## src/rtl/bf16_pkg.sv

```systemverilog
// Shared BF16 definitions for the accumulator slice.
// Field widths, special encodings, the accumulator FSM state type and the
// unpacked-operand view used by the align/add datapath.
package bf16_pkg;

  localparam int EXP_W  = 8;
  localparam int FRAC_W = 7;
  localparam int MANT_W = 11;   // hidden 1 + 7 fraction bits + 3 guard bits
  localparam int BIAS   = 127;

  localparam logic [EXP_W-1:0] EXP_MAX  = 8'hFF;
  localparam logic [15:0]      POS_ZERO = 16'h0000;
  localparam logic [15:0]      QNAN     = 16'h7FC0;

  typedef enum logic [2:0] {
    IDLE,
    ALIGN,
    ADD,
    NORM,
    DONE
  } state_e;

  typedef struct packed {
    logic              sign;
    logic [EXP_W-1:0]  exp;
    logic [MANT_W-1:0] mant;
    logic              zero;
    logic              inf;
  } bf16_unp_t;

  // Exponent 0 (zero or subnormal) flushes to a zero mantissa; exponent 0xFF
  // is treated as infinity regardless of the fraction.
  function automatic bf16_unp_t bf16_unpack(input logic [15:0] v);
    bf16_unp_t u;
    u.sign = v[15];
    u.exp  = v[14:FRAC_W];
    u.zero = (v[14:FRAC_W] == '0);
    u.inf  = (v[14:FRAC_W] == EXP_MAX);
    u.mant = u.zero ? '0 : {1'b1, v[FRAC_W-1:0], 3'b000};
    return u;
  endfunction

endpackage

```

## src/rtl/bf16_accumulator_align_add.sv

```systemverilog
// Combinational align + add/subtract of two BF16 magnitudes.
// Ports: big_* is the operand with the larger exponent, small_* the other one;
// shamt right-shifts the small mantissa (11 or more clears it). Outputs the
// result sign, the pre-normalisation exponent, a 12-bit raw magnitude (bit 11
// is the carry out) and a flag for an exact-zero result.
module bf16_align_add
  import bf16_pkg::*;
(
  input  logic              big_sign,
  input  logic [EXP_W-1:0]  big_exp,
  input  logic [MANT_W-1:0] big_mant,
  input  logic              small_sign,
  input  logic [MANT_W-1:0] small_mant,
  input  logic [3:0]        shamt,
  output logic              sum_sign,
  output logic [EXP_W-1:0]  sum_exp,
  output logic [MANT_W:0]   sum_raw,
  output logic              sum_zero
);

  logic [MANT_W-1:0] small_al;

  // NOTE: every output gets a value on every path through this block, so no
  // latch is inferred; blocking '=' is correct in combinational logic.
  always_comb begin
    small_al = small_mant >> shamt;
    sum_exp  = big_exp;
    if (big_sign == small_sign) begin
      sum_sign = big_sign;
      sum_raw  = {1'b0, big_mant} + {1'b0, small_al};
    end else if (big_mant >= small_al) begin
      sum_sign = big_sign;
      sum_raw  = {1'b0, big_mant - small_al};
    end else begin
      // Only possible when exponents are equal and the small side is larger.
      sum_sign = small_sign;
      sum_raw  = {1'b0, small_al - big_mant};
    end
    sum_zero = (sum_raw == '0);
  end

endmodule

```

## src/rtl/bf16_accumulator.sv

```systemverilog
// Sequential BF16 accumulator: sums a stream of BF16 operands into one BF16
// result using an IDLE/ALIGN/ADD/NORM/DONE state machine. Truncating
// rounding, subnormals flushed to zero, overflow saturates to Inf.
// Ports: clk, rst_n (async active-low); in_valid/in_ready/in_data/in_last
// operand handshake; acc_valid/out_ready/acc_data result handshake.
// All outputs are registered.
module bf16_accumulator
  import bf16_pkg::*;
(
  input  logic        clk,
  input  logic        rst_n,
  input  logic        in_valid,
  output logic        in_ready,
  input  logic [15:0] in_data,
  input  logic        in_last,
  output logic        acc_valid,
  input  logic        out_ready,
  output logic [15:0] acc_data
);

  state_e            state_q, state_d;
  logic [15:0]       acc_q, acc_d;
  logic [15:0]       commit_val;
  logic              commit;
  logic              accept;

  // Operand latch and per-stage pipeline registers.
  logic [15:0]       op_q;
  logic              last_q;
  logic              big_sign_q, small_sign_q;
  logic [EXP_W-1:0]  big_exp_q;
  logic [MANT_W-1:0] big_mant_q, small_mant_q;
  logic [3:0]        shamt_q;
  logic              special_q;
  logic [15:0]       special_val_q;
  logic              norm_sign_q;
  logic [EXP_W-1:0]  norm_exp_q;
  logic [MANT_W-1:0] norm_mant_q;

  // ALIGN-stage combinational values.
  bf16_unp_t         acc_u, op_u;
  logic              acc_big;
  logic [EXP_W-1:0]  exp_diff;
  logic [3:0]        shamt_d;
  logic              special_d;
  logic [15:0]       special_val_d;

  // ADD-stage combinational values.
  logic              sum_sign, sum_zero;
  logic [EXP_W-1:0]  sum_exp;
  logic [MANT_W:0]   sum_raw;
  logic [EXP_W:0]    exp_inc;
  logic              overflow;

  assign accept = in_valid && in_ready;

  always_comb begin
    acc_u    = bf16_unpack(acc_q);
    op_u     = bf16_unpack(op_q);
    acc_big  = (acc_u.exp >= op_u.exp);
    exp_diff = acc_big ? (acc_u.exp - op_u.exp) : (op_u.exp - acc_u.exp);
    if (acc_u.zero || op_u.zero)
      shamt_d = 4'd0;
    else if (exp_diff > 8'd11)
      shamt_d = 4'd11;
    else
      shamt_d = exp_diff[3:0];

    special_d = acc_u.inf || op_u.inf;
    if (acc_u.inf && op_u.inf && (acc_u.sign != op_u.sign))
      special_val_d = QNAN;
    else if (acc_u.inf)
      special_val_d = {acc_u.sign, EXP_MAX, {FRAC_W{1'b0}}};
    else
      special_val_d = {op_u.sign, EXP_MAX, {FRAC_W{1'b0}}};
  end

  bf16_align_add u_align_add (
    .big_sign   (big_sign_q),
    .big_exp    (big_exp_q),
    .big_mant   (big_mant_q),
    .small_sign (small_sign_q),
    .small_mant (small_mant_q),
    .shamt      (shamt_q),
    .sum_sign   (sum_sign),
    .sum_exp    (sum_exp),
    .sum_raw    (sum_raw),
    .sum_zero   (sum_zero)
  );

  assign exp_inc  = {1'b0, sum_exp} + 1'b1;
  assign overflow = sum_raw[MANT_W] && (exp_inc >= {1'b0, EXP_MAX});

  // Next state and accumulator update.
  always_comb begin
    state_d    = state_q;
    acc_d      = acc_q;
    commit     = 1'b0;
    commit_val = POS_ZERO;
    case (state_q)
      IDLE:  if (accept) state_d = ALIGN;
      ALIGN: state_d = ADD;
      ADD: begin
        if (special_q) begin
          commit     = 1'b1;
          commit_val = special_val_q;
        end else if (sum_zero) begin
          commit     = 1'b1;
          commit_val = POS_ZERO;
        end else if (overflow) begin
          commit     = 1'b1;
          commit_val = {sum_sign, EXP_MAX, {FRAC_W{1'b0}}};
        end else begin
          state_d = NORM;
        end
      end
      NORM: begin
        if (norm_mant_q[MANT_W-1]) begin
          commit     = 1'b1;
          commit_val = {norm_sign_q, norm_exp_q, norm_mant_q[MANT_W-2:3]};
        end else if (norm_exp_q <= 8'd1) begin
          // The next shift would take the exponent to 0: flush to +0.
          commit     = 1'b1;
          commit_val = POS_ZERO;
        end
      end
      DONE: begin
        if (out_ready) begin
          state_d = IDLE;
          acc_d   = POS_ZERO;
        end
      end
      default: state_d = IDLE;
    endcase
    if (commit) begin
      acc_d   = commit_val;
      state_d = last_q ? DONE : IDLE;
    end
  end

  // Control state and registered outputs.
  always_ff @(posedge clk or negedge rst_n) begin
    if (!rst_n) begin
      state_q   <= IDLE;
      acc_q     <= POS_ZERO;
      in_ready  <= 1'b1;
      acc_valid <= 1'b0;
      acc_data  <= POS_ZERO;
    end else begin
      state_q   <= state_d;
      acc_q     <= acc_d;
      in_ready  <= (state_d == IDLE);
      acc_valid <= (state_d == DONE);
      acc_data  <= (state_d == DONE) ? acc_d : POS_ZERO;
    end
  end

  // NOTE: pipeline registers carry no reset; each is written before it is
  // read in every operand's pass, and the FSM returns to IDLE on reset.
  always_ff @(posedge clk) begin
    case (state_q)
      IDLE: begin
        if (accept) begin
          op_q   <= in_data;
          last_q <= in_last;
        end
      end
      ALIGN: begin
        if (acc_big) begin
          big_sign_q   <= acc_u.sign;
          big_exp_q    <= acc_u.exp;
          big_mant_q   <= acc_u.mant;
          small_sign_q <= op_u.sign;
          small_mant_q <= op_u.mant;
        end else begin
          big_sign_q   <= op_u.sign;
          big_exp_q    <= op_u.exp;
          big_mant_q   <= op_u.mant;
          small_sign_q <= acc_u.sign;
          small_mant_q <= acc_u.mant;
        end
        shamt_q       <= shamt_d;
        special_q     <= special_d;
        special_val_q <= special_val_d;
      end
      ADD: begin
        norm_sign_q <= sum_sign;
        if (sum_raw[MANT_W]) begin
          norm_exp_q  <= exp_inc[EXP_W-1:0];
          norm_mant_q <= sum_raw[MANT_W:1];
        end else begin
          norm_exp_q  <= sum_exp;
          norm_mant_q <= sum_raw[MANT_W-1:0];
        end
      end
      NORM: begin
        if (!norm_mant_q[MANT_W-1]) begin
          norm_mant_q <= norm_mant_q << 1;
          norm_exp_q  <= norm_exp_q - 8'd1;
        end
      end
      default: ;
    endcase
  end

endmodule

```

## config.mk

```make
export PLATFORM = sky130hd
export DESIGN_NAME = bf16_accumulator
export DESIGN_NICKNAME = d
export VERILOG_FILES = /design/src/rtl/bf16_pkg.sv /design/src/rtl/bf16_accumulator_align_add.sv /design/src/rtl/bf16_accumulator.sv
export SDC_FILE = /design/constraint.sdc
export NUM_CORES = 1
export LEC_CHECK = 0
export ABC_CLOCK_PERIOD_IN_PS = 5100
export BUFFER_PORTS_ARGS = -buffer_cell sky130_fd_sc_hd__buf_2
export CAP_MARGIN = 20
export CORE_ASPECT_RATIO = 1.25
export CORE_MARGIN = 4
export CORE_UTILIZATION = 60
export CTS_CLUSTER_DIAMETER = 200
export CTS_CLUSTER_SIZE = 40
export DETAILED_ROUTE_END_ITERATION = 10
export MAX_ROUTING_LAYER = met4
export PLACE_DENSITY = 0.76
export SLEW_MARGIN = 20
export SYNTH_ARGS = -nofsm -noshare
export SYNTH_HDL_FRONTEND = slang
export SYNTH_SLANG_ARGS = --single-unit
```

## constraint.sdc

```tcl
create_clock -name clk -period 5.1 [get_ports clk]
set_clock_uncertainty 0.1 [all_clocks]
set_input_delay 0.255 -clock clk [delete_from_list [all_inputs] [get_ports clk]]
set_output_delay 0.255 -clock clk [all_outputs]
set_load 0.1 [all_outputs]
```

==> results by group <==
Yosys
  – Seq/Total Area, Yosys: 41.5%
  – Number of synthesized flops with an enable pin: 70
  – Synth warn: 0
  – Synth Flop Type: edfxtp_1
  – Async SR Flop Fraction: 34.6%
  – Syn Inst Count: 766
  – Seq cells post-synth: 107
  – Synth Net Count: 838
  – Count of cell types in the netlist: 79
  – Synth Cell Area: 7300 um2
  – Mean Syn Cell Area: 9.53 um2

CTS
  – CTS Sinks: 107
  – Worst-path clk slew: 0.07 ns
  – CTS H-tree lvls: 3
  – Clk buf depth: 2
  – Worst-Skew Late Latency: 0.35 ns
  – Setup bufs post-CTS: 0
  – Clk root buf: clkbuf_16
  – Num CTS Buffers: 9
  – CTS tree: done

Timing
  – Tcrit/Tclk final: 94.5%
  – Tightest Pin Transition: 0.966 ns
  – Normalized max-slew margin: 35.1%
  – Setup ws final: 0.279 ns
  – Final setup violation count: 0
  – Setup TNS: 0 ns
  – Highest clock rate: 207 MHz
  – Fin. max-slew vios: 0
  – Final Hold Fails: 0
  – Tmin final: 4.82 ns

Route
  – DR vias: 6107
  – DR WL/cell: 19.5 um
  – First drt pass iteration count: 6
  – Post-DRT Antenna Nets: 0
  – DRC: 0
  – Vias per inst: 6.21
  – Initial DRC count: 483
  – Drt total wl: 19200 um

Finish
  – Final nets: 889
  – Inserted Diodes: 0
  – Post-Route Utilization: 69.6%
  – Fillers: 947
  – P&R area growth vs syn: 12.4%
  – Design area: 8200 um2
  – Share of cells above drive strength 1: 13.6%
  – Post-route insts no fill: 983

Placed design
  – I/O Buffers: 38
  – Placed cell count: 948
  – Post-DP HPWL: 14800 um
  – Placed Instance Area: 7690 um2
  – Gpl congestion: 1.04
  – DP Worst Slack: 0.232 ns

Critical path
  – WP buf/inv: 3
  – Largest stage delay on the critical path: 0.48 ns
  – Top delay family on crit path: simple AND/OR/NAND/NOR gates
  – Critical setup path kind: reg2reg
  – Required time of the critical path: 5.24 ns
  – Critical-path cell list: buf_4 > mux2i_1 > mux2i_1 > a21oi_1 > or2_2 > inv_1 > ha_1 > nand3_1 > nor2_1 > nand2_1 > nor4_2 > or2_1 > nor4b_1 > a211o_1 > a21oi_1 > nand4bb_4 > buf_4 > a41o_1 > and2_1
  – FF-to-FF Start: shamt_q[0]
  – Worst-path maximum fanout: 11
  – Worst path slowest cell: ha_1
  – WP data arrival: 4.96 ns
  – Critical path endpoint category: flip-flop
  – Worst Setup Start Kind: flip-flop
  – CP startpoint: shamt_q[0]

Die
  – Starting Density: 61.9%
  – Core ar.: 11800 um2
  – Die X: 107 um
  – Ports: 39
  – Rows: 44
  – Total Die Area: 14000 um2
  – Chip Height: 131 um

Worst hold path
  – Worst hold start: in_valid
  – HP Class: in2reg

Run
  – Max cap viols: 0

Global routing
  – First-pass GRT wire length: 30900 um
  – Number of global-route vias before repair: 6126
  – Total Routing Usage GR: 28.7%
  – Total gr overflow: 0
  – Initial antenna violation count: 0
  – Pin count of the biggest net entering global routing: 38

Status
  – Status: finished clean

Power and ir drop
  – PD cells: 647 nW/um2
  – Worst VDD drop: 0.409 mV
  – Leakage: 3.52 nW
[cell usage after synthesis (4+ instances only)]
library cell / number / area, um2
a21o_1: 6 / 45.0
a21oi_1: 39 / 195
a221o_1: 5 / 50.1
a311oi_1: 4 / 35.0
a31oi_1: 4 / 25.0
a32o_1: 6 / 60.1
a41o_1: 9 / 90.1
and2_1: 17 / 106
and3_1: 12 / 75.1
clkbuf_1: 30 / 113
dfrtp_1: 36 / 901
edfxtp_1: 70 / 2100
fa_1: 4 / 80.1
ha_1: 47 / 588
inv_1: 58 / 218
mux2_2: 10 / 113
mux2i_1: 16 / 160
nand2_1: 85 / 319
nand2b_1: 5 / 31.3
nand3_1: 26 / 130
nand3b_1: 10 / 75.1
nand4_1: 11 / 68.8
nor2_1: 48 / 180
nor2b_1: 11 / 68.8
nor3_1: 12 / 60.1
nor4_1: 10 / 62.6
nor4b_1: 4 / 35.0
o211ai_1: 8 / 60.1
o21a_1: 4 / 30.0
o21ai_0: 58 / 290
o31ai_1: 4 / 30.0
xnor2_1: 18 / 158
xor2_1: 11 / 96.3
[area by class of cell]
type | instances | area, um2 | share of cell area (%)
multi-input cells | 562 | 3920 | 47.8
repair buffers | 78 | 539 | 6.58
flip-flops and latches | 107 | 3030 | 36.9
clock buffers | 10 | 239 | 2.91
inverters | 59 | 226 | 2.76
well taps | 161 | 201 | 2.46
clock inverters | 6 | 46.3 | 0.564
[routing by layer]
layer  part of all wire, %  GRT usage (%)  vias to the layer above
met2                    52           50.4                      216
met3                   4.4           4.71                       74
met4                   7.1           17.7                        0
met5                     0              -                        -
li1                      -              -                     2881
met1                    36           29.7                     2936
[timing repair]
action,CTS,global route
resized for setup,0,6
hold buffers,18,0
setup endpoints to repair,0,26
endpoints found under the hold margin,53,0
[sequential cells by signal, summed over array words and instances (netlist names), 2 cells and up]
signal         cells
acc_data          16
acc_q             16
op_q              16
norm_mant_q       11
big_exp_q          8
big_mant_q         8
norm_exp_q         8
small_mant_q       8
shamt_q            4
state_q            3
special_val_q      2
[worst reg2reg max path, delay by kind of cell (launching register included)]
family / cells / cell delay [ns]
fa+ha+maj: 1 / 0.48
simple gates: 9 / 1.75
flops: 1 / 0.45
mux: 2 / 0.41
buf+inv: 3 / 0.52
compound gates: 4 / 1.00
[stage by stage]
step / hold WS, ns / power (mW)
6_report: 0.170 / 5.31
5_1_grt: 0.189 / 5.66
4_1_cts: 0.153 / 5.24
3_5_place_dp: 0.292 / 4.55
3_3_place_gp: 0.262 / 4.46
2_1_floorplan: -0.141 / 3.77
[power by group]
part	internal (mW)	total, mW	switching (mW)
combinational	1.05	2.91	1.86
clock	0.350	0.668	0.318
sequential	1.38	1.73	0.342
[final timing paths]
check	cells past startpoint	slack, ns	end
max reg2reg	19	0.28	acc_data[14]
max in group asynchronous	2	3.95	acc_q[13]
min	3	0.17	state_q[0]
min reg2reg	2	0.41	acc_q[15]
max	19	0.28	acc_data[14]
min in group asynchronous	2	0.43	acc_data[3]
[cells by family after synthesis]
family	Yosys count	synth area share, %
buf+inv	97	5.52
simple gates	269	18.7
compound gates	185	17.5
xor+xnor	29	3.48
flops	107	41.5
fa+ha+maj	51	9.15
mux	28	4.20
[layout by cell type (no fill, tap or decap), types with 4 or more instances in the layout]
| cell | instances |
|---|---|
| buf_4 | 21 |
| nor2b_1 | 11 |
| mux2i_1 | 15 |
| nor3_1 | 12 |
| a31oi_1 | 4 |
| buf_2 | 38 |
| xnor2_1 | 18 |
| o21ai_0 | 58 |
| o21a_1 | 4 |
| a21oi_1 | 39 |
| fa_1 | 4 |
| mux2_2 | 10 |
| and2_1 | 17 |
| inv_1 | 58 |
| clkbuf_16 | 9 |
| a221o_1 | 5 |
| xor2_1 | 11 |
| nand3_1 | 26 |
| dfrtp_1 | 36 |
| ha_1 | 46 |
| a21o_1 | 6 |
| nor2_1 | 48 |
| a311oi_1 | 4 |
| nand3b_1 | 10 |
| o211ai_1 | 8 |
| nor4_1 | 9 |
| and3_1 | 12 |
| edfxtp_1 | 70 |
| dlygate4sd3_1 | 18 |
| a41o_1 | 9 |
| nand2_1 | 84 |
| a32o_1 | 6 |
| nand4_1 | 11 |
| nand2b_1 | 5 |
| nor4b_1 | 4 |
Power figures use the tool's default switching activity.
